===== src/rtl/jardim_pkg.sv =====
// Shared request codes, FSM state encoding and arbitration helpers for the
// irrigation request front end.
package jardim_pkg;

  localparam logic [1:0] REQ_NONE = 2'b00;
  localparam logic [1:0] REQ_DAWN = 2'b01;
  localparam logic [1:0] REQ_DUSK = 2'b10;
  localparam logic [1:0] REQ_CTRL = 2'b11;

  typedef enum logic [1:0] {
    StIdle    = 2'b00,
    StOffer   = 2'b01,
    StHoldoff = 2'b10
  } req_state_e;

  // Flag bit order follows key_n: [2] dawn, [1] dusk, [0] control.
  function automatic logic [1:0] pick_code(input logic [2:0] flags);
    if (flags[0]) begin
      return REQ_CTRL;
    end else if (flags[2]) begin
      return REQ_DAWN;
    end else if (flags[1]) begin
      return REQ_DUSK;
    end
    return REQ_NONE;
  endfunction

  function automatic logic [2:0] code_mask(input logic [1:0] code);
    case (code)
      REQ_CTRL: return 3'b001;
      REQ_DAWN: return 3'b100;
      REQ_DUSK: return 3'b010;
      default:  return 3'b000;
    endcase
  endfunction

endpackage


===== src/rtl/key_debounce.sv =====
// One push button: 2-flop synchronizer, stable-count debouncer and a
// one-cycle press pulse on the debounced release-to-press transition.
module key_debounce #(
  parameter int unsigned DEB_CYCLES = 1000000
) (
  input  logic clk_i,
  input  logic rst_ni,
  input  logic key_ni,
  output logic press_o
);

  localparam int unsigned CntW = $clog2(DEB_CYCLES + 1);
  localparam logic [CntW-1:0] CntMax = CntW'(DEB_CYCLES - 1);

  if (DEB_CYCLES < 1) begin : g_bad_deb
    $error("DEB_CYCLES must be at least 1");
  end

  logic            sync1_q, sync2_q;
  logic            deb_q, deb_d;
  logic [CntW-1:0] cnt_q, cnt_d;

  // Any cycle where the synchronized level matches the debounced one restarts the count.
  always_comb begin
    deb_d = deb_q;
    cnt_d = '0;
    if (sync2_q != deb_q) begin
      if (cnt_q == CntMax) begin
        deb_d = sync2_q;
      end else begin
        cnt_d = cnt_q + 1'b1;
      end
    end
  end

  assign press_o = deb_q & ~deb_d;

  always_ff @(posedge clk_i or negedge rst_ni) begin
    if (!rst_ni) begin
      sync1_q <= 1'b1;
      sync2_q <= 1'b1;
      deb_q   <= 1'b1;
      cnt_q   <= '0;
    end else begin
      sync1_q <= key_ni;
      sync2_q <= sync1_q;
      deb_q   <= deb_d;
      cnt_q   <= cnt_d;
    end
  end

endmodule


===== src/rtl/irrigation_request.sv =====
// Turns three debounced buttons into prioritized valid/ack requests for the
// irrigation controller. Define JARDIM_HOLDOFF_EN to enforce an idle gap after each transfer.
module irrigation_request
  import jardim_pkg::*;
#(
  parameter int unsigned DEB_CYCLES     = 1000000,
  parameter int unsigned HOLDOFF_CYCLES = 50000000
) (
  input  logic       CLOCK_50,
  input  logic       RESET_N,
  input  logic [2:0] key_n,
  output logic       req_valid,
  output logic [1:0] req_code,
  input  logic       req_ack,
  output logic       pend_led
);

  if (HOLDOFF_CYCLES < 1) begin : g_bad_holdoff
    $error("HOLDOFF_CYCLES must be at least 1");
  end

  logic [2:0] press;

  for (genvar i = 0; i < 3; i++) begin : g_key
    key_debounce #(
      .DEB_CYCLES(DEB_CYCLES)
    ) u_key (
      .clk_i  (CLOCK_50),
      .rst_ni (RESET_N),
      .key_ni (key_n[i]),
      .press_o(press[i])
    );
  end

  req_state_e state_q, state_d;
  logic [1:0] code_q, code_d;
  logic [2:0] flags_q, flags_d;
  logic [2:0] clr;

`ifdef JARDIM_HOLDOFF_EN
  localparam int unsigned HoldW = $clog2(HOLDOFF_CYCLES + 1);
  localparam logic [HoldW-1:0] HoldMax = HoldW'(HOLDOFF_CYCLES - 1);
  logic [HoldW-1:0] hold_q, hold_d;
`endif

  always_comb begin
    state_d = state_q;
    code_d  = code_q;
    clr     = 3'b000;
`ifdef JARDIM_HOLDOFF_EN
    hold_d  = hold_q;
`endif
    case (state_q)
      StIdle: begin
        if (|flags_q) begin
          state_d = StOffer;
          code_d  = pick_code(flags_q);
        end
      end
      StOffer: begin
        if (req_ack) begin
          clr    = code_mask(code_q);
          code_d = REQ_NONE;
`ifdef JARDIM_HOLDOFF_EN
          state_d = StHoldoff;
          hold_d  = '0;
`else
          state_d = StIdle;
`endif
        end
      end
      StHoldoff: begin
`ifdef JARDIM_HOLDOFF_EN
        if (hold_q == HoldMax) begin
          state_d = StIdle;
        end else begin
          hold_d = hold_q + 1'b1;
        end
`else
        state_d = StIdle;
`endif
      end
      default: state_d = StIdle;
    endcase
    // A press landing on its own transfer re-arms the flag.
    flags_d = (flags_q & ~clr) | press;
  end

  always_ff @(posedge CLOCK_50 or negedge RESET_N) begin
    if (!RESET_N) begin
      state_q <= StIdle;
      code_q  <= REQ_NONE;
      flags_q <= 3'b000;
    end else begin
      state_q <= state_d;
      code_q  <= code_d;
      flags_q <= flags_d;
    end
  end

`ifdef JARDIM_HOLDOFF_EN
  always_ff @(posedge CLOCK_50 or negedge RESET_N) begin
    if (!RESET_N) begin
      hold_q <= '0;
    end else begin
      hold_q <= hold_d;
    end
  end
`endif

  assign req_valid = (state_q == StOffer);
  assign req_code  = code_q;
  assign pend_led  = (|flags_q) | req_valid;

endmodule


===== config.mk =====
export PLATFORM = sky130hd
export DESIGN_NAME = irrigation_request
export DESIGN_NICKNAME = d
export VERILOG_FILES = /design/src/rtl/jardim_pkg.sv /design/src/rtl/key_debounce.sv /design/src/rtl/irrigation_request.sv
export SDC_FILE = /design/constraint.sdc
export NUM_CORES = 1
export LEC_CHECK = 0
export ABC_AREA = 1
export CORE_UTILIZATION = 55
export DETAILED_ROUTE_END_ITERATION = 6
export PLACE_DENSITY = 0.82
export SETUP_SLACK_MARGIN = 0.1
export SYNTH_ARGS = -nofsm -noshare
export SYNTH_HDL_FRONTEND = slang
export SYNTH_SLANG_ARGS = --single-unit

===== constraint.sdc =====
create_clock -name CLOCK_50 -period 1.3 [get_ports CLOCK_50]
set_clock_uncertainty 0.05 [all_clocks]
set_input_delay 0.195 -clock CLOCK_50 [delete_from_list [all_inputs] [get_ports CLOCK_50]]
set_output_delay 0.195 -clock CLOCK_50 [all_outputs]
set_load 0.02 [all_outputs]

==> impl_metrics.csv <==
group,metric,value,unit
status,status,"finished, violations left",
status,failed_checks,"negative setup slack",
route,drc_errors,0,
min_path,hp-class,"input pin to register",
clocking,clk_latency,380,ps
timing,tightest_slew,413,ps
worst_setup_path,cp.arrival,1870,ps
flow_run,maxCapViolCount,0,
clocking,numCtsBuffers,9,
floorplanning,initial_core_util,57.9,%
route,wl_per_cell,20.8,um
worst_setup_path,critPathMaxStageDelay,480,ps
timing,fmax,0.618,GHz
timing,finalHoldViolations,0,
floorplanning,io_pins,10,
place,dpl_cell_area,0.00459,sq mm
synthesis,synth_edf_count,0,
timing,grt_setup_unrepaired,"true",
floorplanning,die_y,87.5,um
power,power_density,967,mW/mm^2
timing,relSlewSlack,72.4,%
min_path,min_delay_path_depth,1,
clocking,path_clk_slew,90,ps
floorplanning,row_count,30,
place,io_buffers,9,
route,routed_wl,15200,um
synthesis,syn_area,0.00402,sq mm
synthesis,ys_seq_area_share,47.0,%
clocking,cts_tree,"yes",
floorplanning,die_w,87.5,um
timing,finalSetupTns,-8580,ps
place,place.gp.congestion,0.948,
worst_setup_path,worstPathRequired,1550,ps
power,p_leak,0.00258,uW
cells_and_area,drive_above_1_share,48.1,%
timing,fin_ws,-317,ps
power,vdd_drop_max,740,uV
global_routing,track_usage,30.6,%
global_routing,grt_max_degree,76,
cells_and_area,final_cells,730,
clocking,cts_max_path_buffers,2,
worst_setup_path,cpMaxStageDelayCell,"dfrtp_1",
cells_and_area,multi_input_area,0.00266,sq mm
cells_and_area,finish.utilization,86.4,%
worst_setup_path,cp_max_fo,4,
cells_and_area,n_antenna_cell,0,
worst_setup_path,end_kind,"register",
cells_and_area,fin_area,0.00600,sq mm
route,final_antenna_net_count,0,
synthesis,synth_nets,523,
cells_and_area,area_delta_synth_final,49.3,%
clocking,h-tree-depth,3,
cells_and_area,fin_nets,638,
cells_and_area,layout.area.seq,0.00190,sq mm
synthesis,avgSynthCellArea,7.82,sq um
place,hpwl,5840,um
route,num_vias,4474,
worst_setup_path,path_class,"register to register",
worst_setup_path,ff2ff_path_depth,6,
synthesis,ys_ff_latch,75,
synthesis,synth-async-reset-ratio,100,%
synthesis,yosysWarnings,0,
worst_setup_path,worstPathCellList,"nand2_2 > nor2_4 > nand2_1 > o21ai_0 > nand3_1 > nor2_1",
global_routing,antenna_found_initial,0,
timing,period_needed,1620,ps
place,placed_cells_incl_taps,660,
global_routing,grt_first_pass_wirelength,17600,um
route,firstDrtPassIters,5,
worst_setup_path,critPathLaunchType,"register",
floorplanning,core,0.00694,sq mm
floorplanning,die_area,0.00765,sq mm
synthesis,synth-main-ff-cell,"dfrtp_1",
global_routing,grt-ovfl-total,0,
clocking,cts-root-buf,"clkbuf_8",
clocking,clock_sinks,75,
route,drt_iter0_markers,528,
timing,timing.final.crit_share,124,%
global_routing,grt_pass1_vias,3833,
timing,setup_viol,61,
timing,slew_violations,0,
route,vias_per_cell,6.13,
synthesis,netlist_instances,514,
synthesis,synth_cell_type_count,31,
cells_and_area,n_fill_cell,308,
what timing repair did:
action / CTS / global route
hold buffers: 1 / 0
endpoints found under the hold margin: 66 / 0
pin swaps: 42 / 59
gates resized for setup: 112 / 121
buffers inserted: 25 / 29
setup endpoints to repair: 68 / 67
cell usage in the layout, fill, tap and decap left out, types with 3 or more instances in the layout:
cell type / n
nand3_2: 13
buf_2: 3
inv_2: 10
buf_4: 79
nor2_4: 40
nor2_1: 68
xnor2_1: 8
nand3_4: 5
nand2_1: 77
nand4_1: 7
nand2_4: 11
ha_4: 3
o21ai_2: 3
dfstp_2: 9
clkdlybuf4s50_1: 4
o21ai_1: 5
buf_6: 15
a21oi_2: 6
nand3_1: 23
clkbuf_8: 11
dfrtp_1: 56
a21oi_1: 7
xnor2_2: 5
nor2_2: 30
dfrtp_2: 10
nor3_2: 3
nand3b_1: 3
o21ai_0: 4
inv_1: 47
xor2_2: 6
xor2_1: 10
nand2_8: 3
nand2_2: 29
path summary, 6_finish.rpt:
kind | startpoint | end | slack, ps
max | g_key[1].u_key.cnt_q[10] | g_key[1].u_key.cnt_q[14] | -320
min | key_n[1] | g_key[1].u_key.sync1_q | 190
max reg2reg | g_key[1].u_key.cnt_q[10] | g_key[1].u_key.cnt_q[14] | -320
min reg2reg | g_key[1].u_key.sync1_q | g_key[1].u_key.sync2_q | 310
max in group asynchronous | RESET_N | g_key[1].u_key.deb_q | 490
min in group asynchronous | RESET_N | g_key[1].u_key.cnt_q[8] | 310
per-layer routing:
layer  vias to the layer above  wire, um  GRT usage (%)
li1                       1831         -              -
met1                      2128      5380           35.9
met2                       372      7110           53.2
met3                       143      1480           5.78
met4                         0      1180           15.8
met5                         -         0              0
per-stage QoR:
stage	hold slack [ps]	setup WS (ps)	power, uW
final	186	-317	5800
after global routing	182	-326	5940
after CTS	179	-54.9	5460
after detailed placement	195	-102	3390
after global placement	193	-92.0	3370
after floorplan	-151	25.6	2960
logic make-up (layout without fill, tap and decap cells):
family	Yosys count	in the layout	share of synthesized area, %
simple gates	317	317	35.4
buf+inv	59	179	5.51
compound gates	30	30	4.11
xor+xnor	30	30	7.10
fa+ha+maj	3	3	0.934
flops	75	75	47.0
power by group:
part / total (uW) / switching (uW) / internal [uW]
clock network: 2160 / 975 / 1190
logic: 1060 / 592 / 464
registers: 2590 / 120 / 2470
total: 5800 / 1690 / 4110
critical path, delay by kind of cell (launching register included):
family           cells  cell delay (ps)
flip-flops           1              480
AO/OA/AOI/OAI        1              260
AND/OR/NAND/NOR      5              770
synthesized netlist by cell type (3+ instances only):
library cell	instances	area [sq um]
inv_2	3	11.3
a21oi_1	13	65.1
dfrtp_1	66	1650
xnor2_1	11	96.3
nand4_1	7	43.8
inv_1	56	210
nor2_2	6	37.5
nor3_1	4	20.0
dfstp_2	9	236
nor2_4	7	78.8
nand2_1	111	417
nand2_2	9	56.3
o21ai_0	11	55.1
xor2_1	16	140
nor2_1	125	469
ha_1	3	37.5
nand3b_1	3	22.5
nand3_1	37	185
area by class of cell:
cell class,instances,share of cell area (%)
Multi-Input combinational cell,380,44.3
Tap cell,96,2.00
Sequential cell,75,31.7
Timing Repair Buffer,104,14.5
Clock inverter,4,1.21
Inverter,59,3.78
Clock buffer,12,2.59
sequential cells by signal, summed over array words and instances, names as in the netlist:
| register | count |
|---|---|
| req_code | 2 |
| flags_q | 3 |
| g_key.u_key.deb_q | 3 |
| g_key.u_key.sync2_q | 3 |
| g_key.u_key.cnt_q | 60 |
| state_q | 1 |
| g_key.u_key.sync1_q | 3 |
Power figures use the tool's default switching activity.
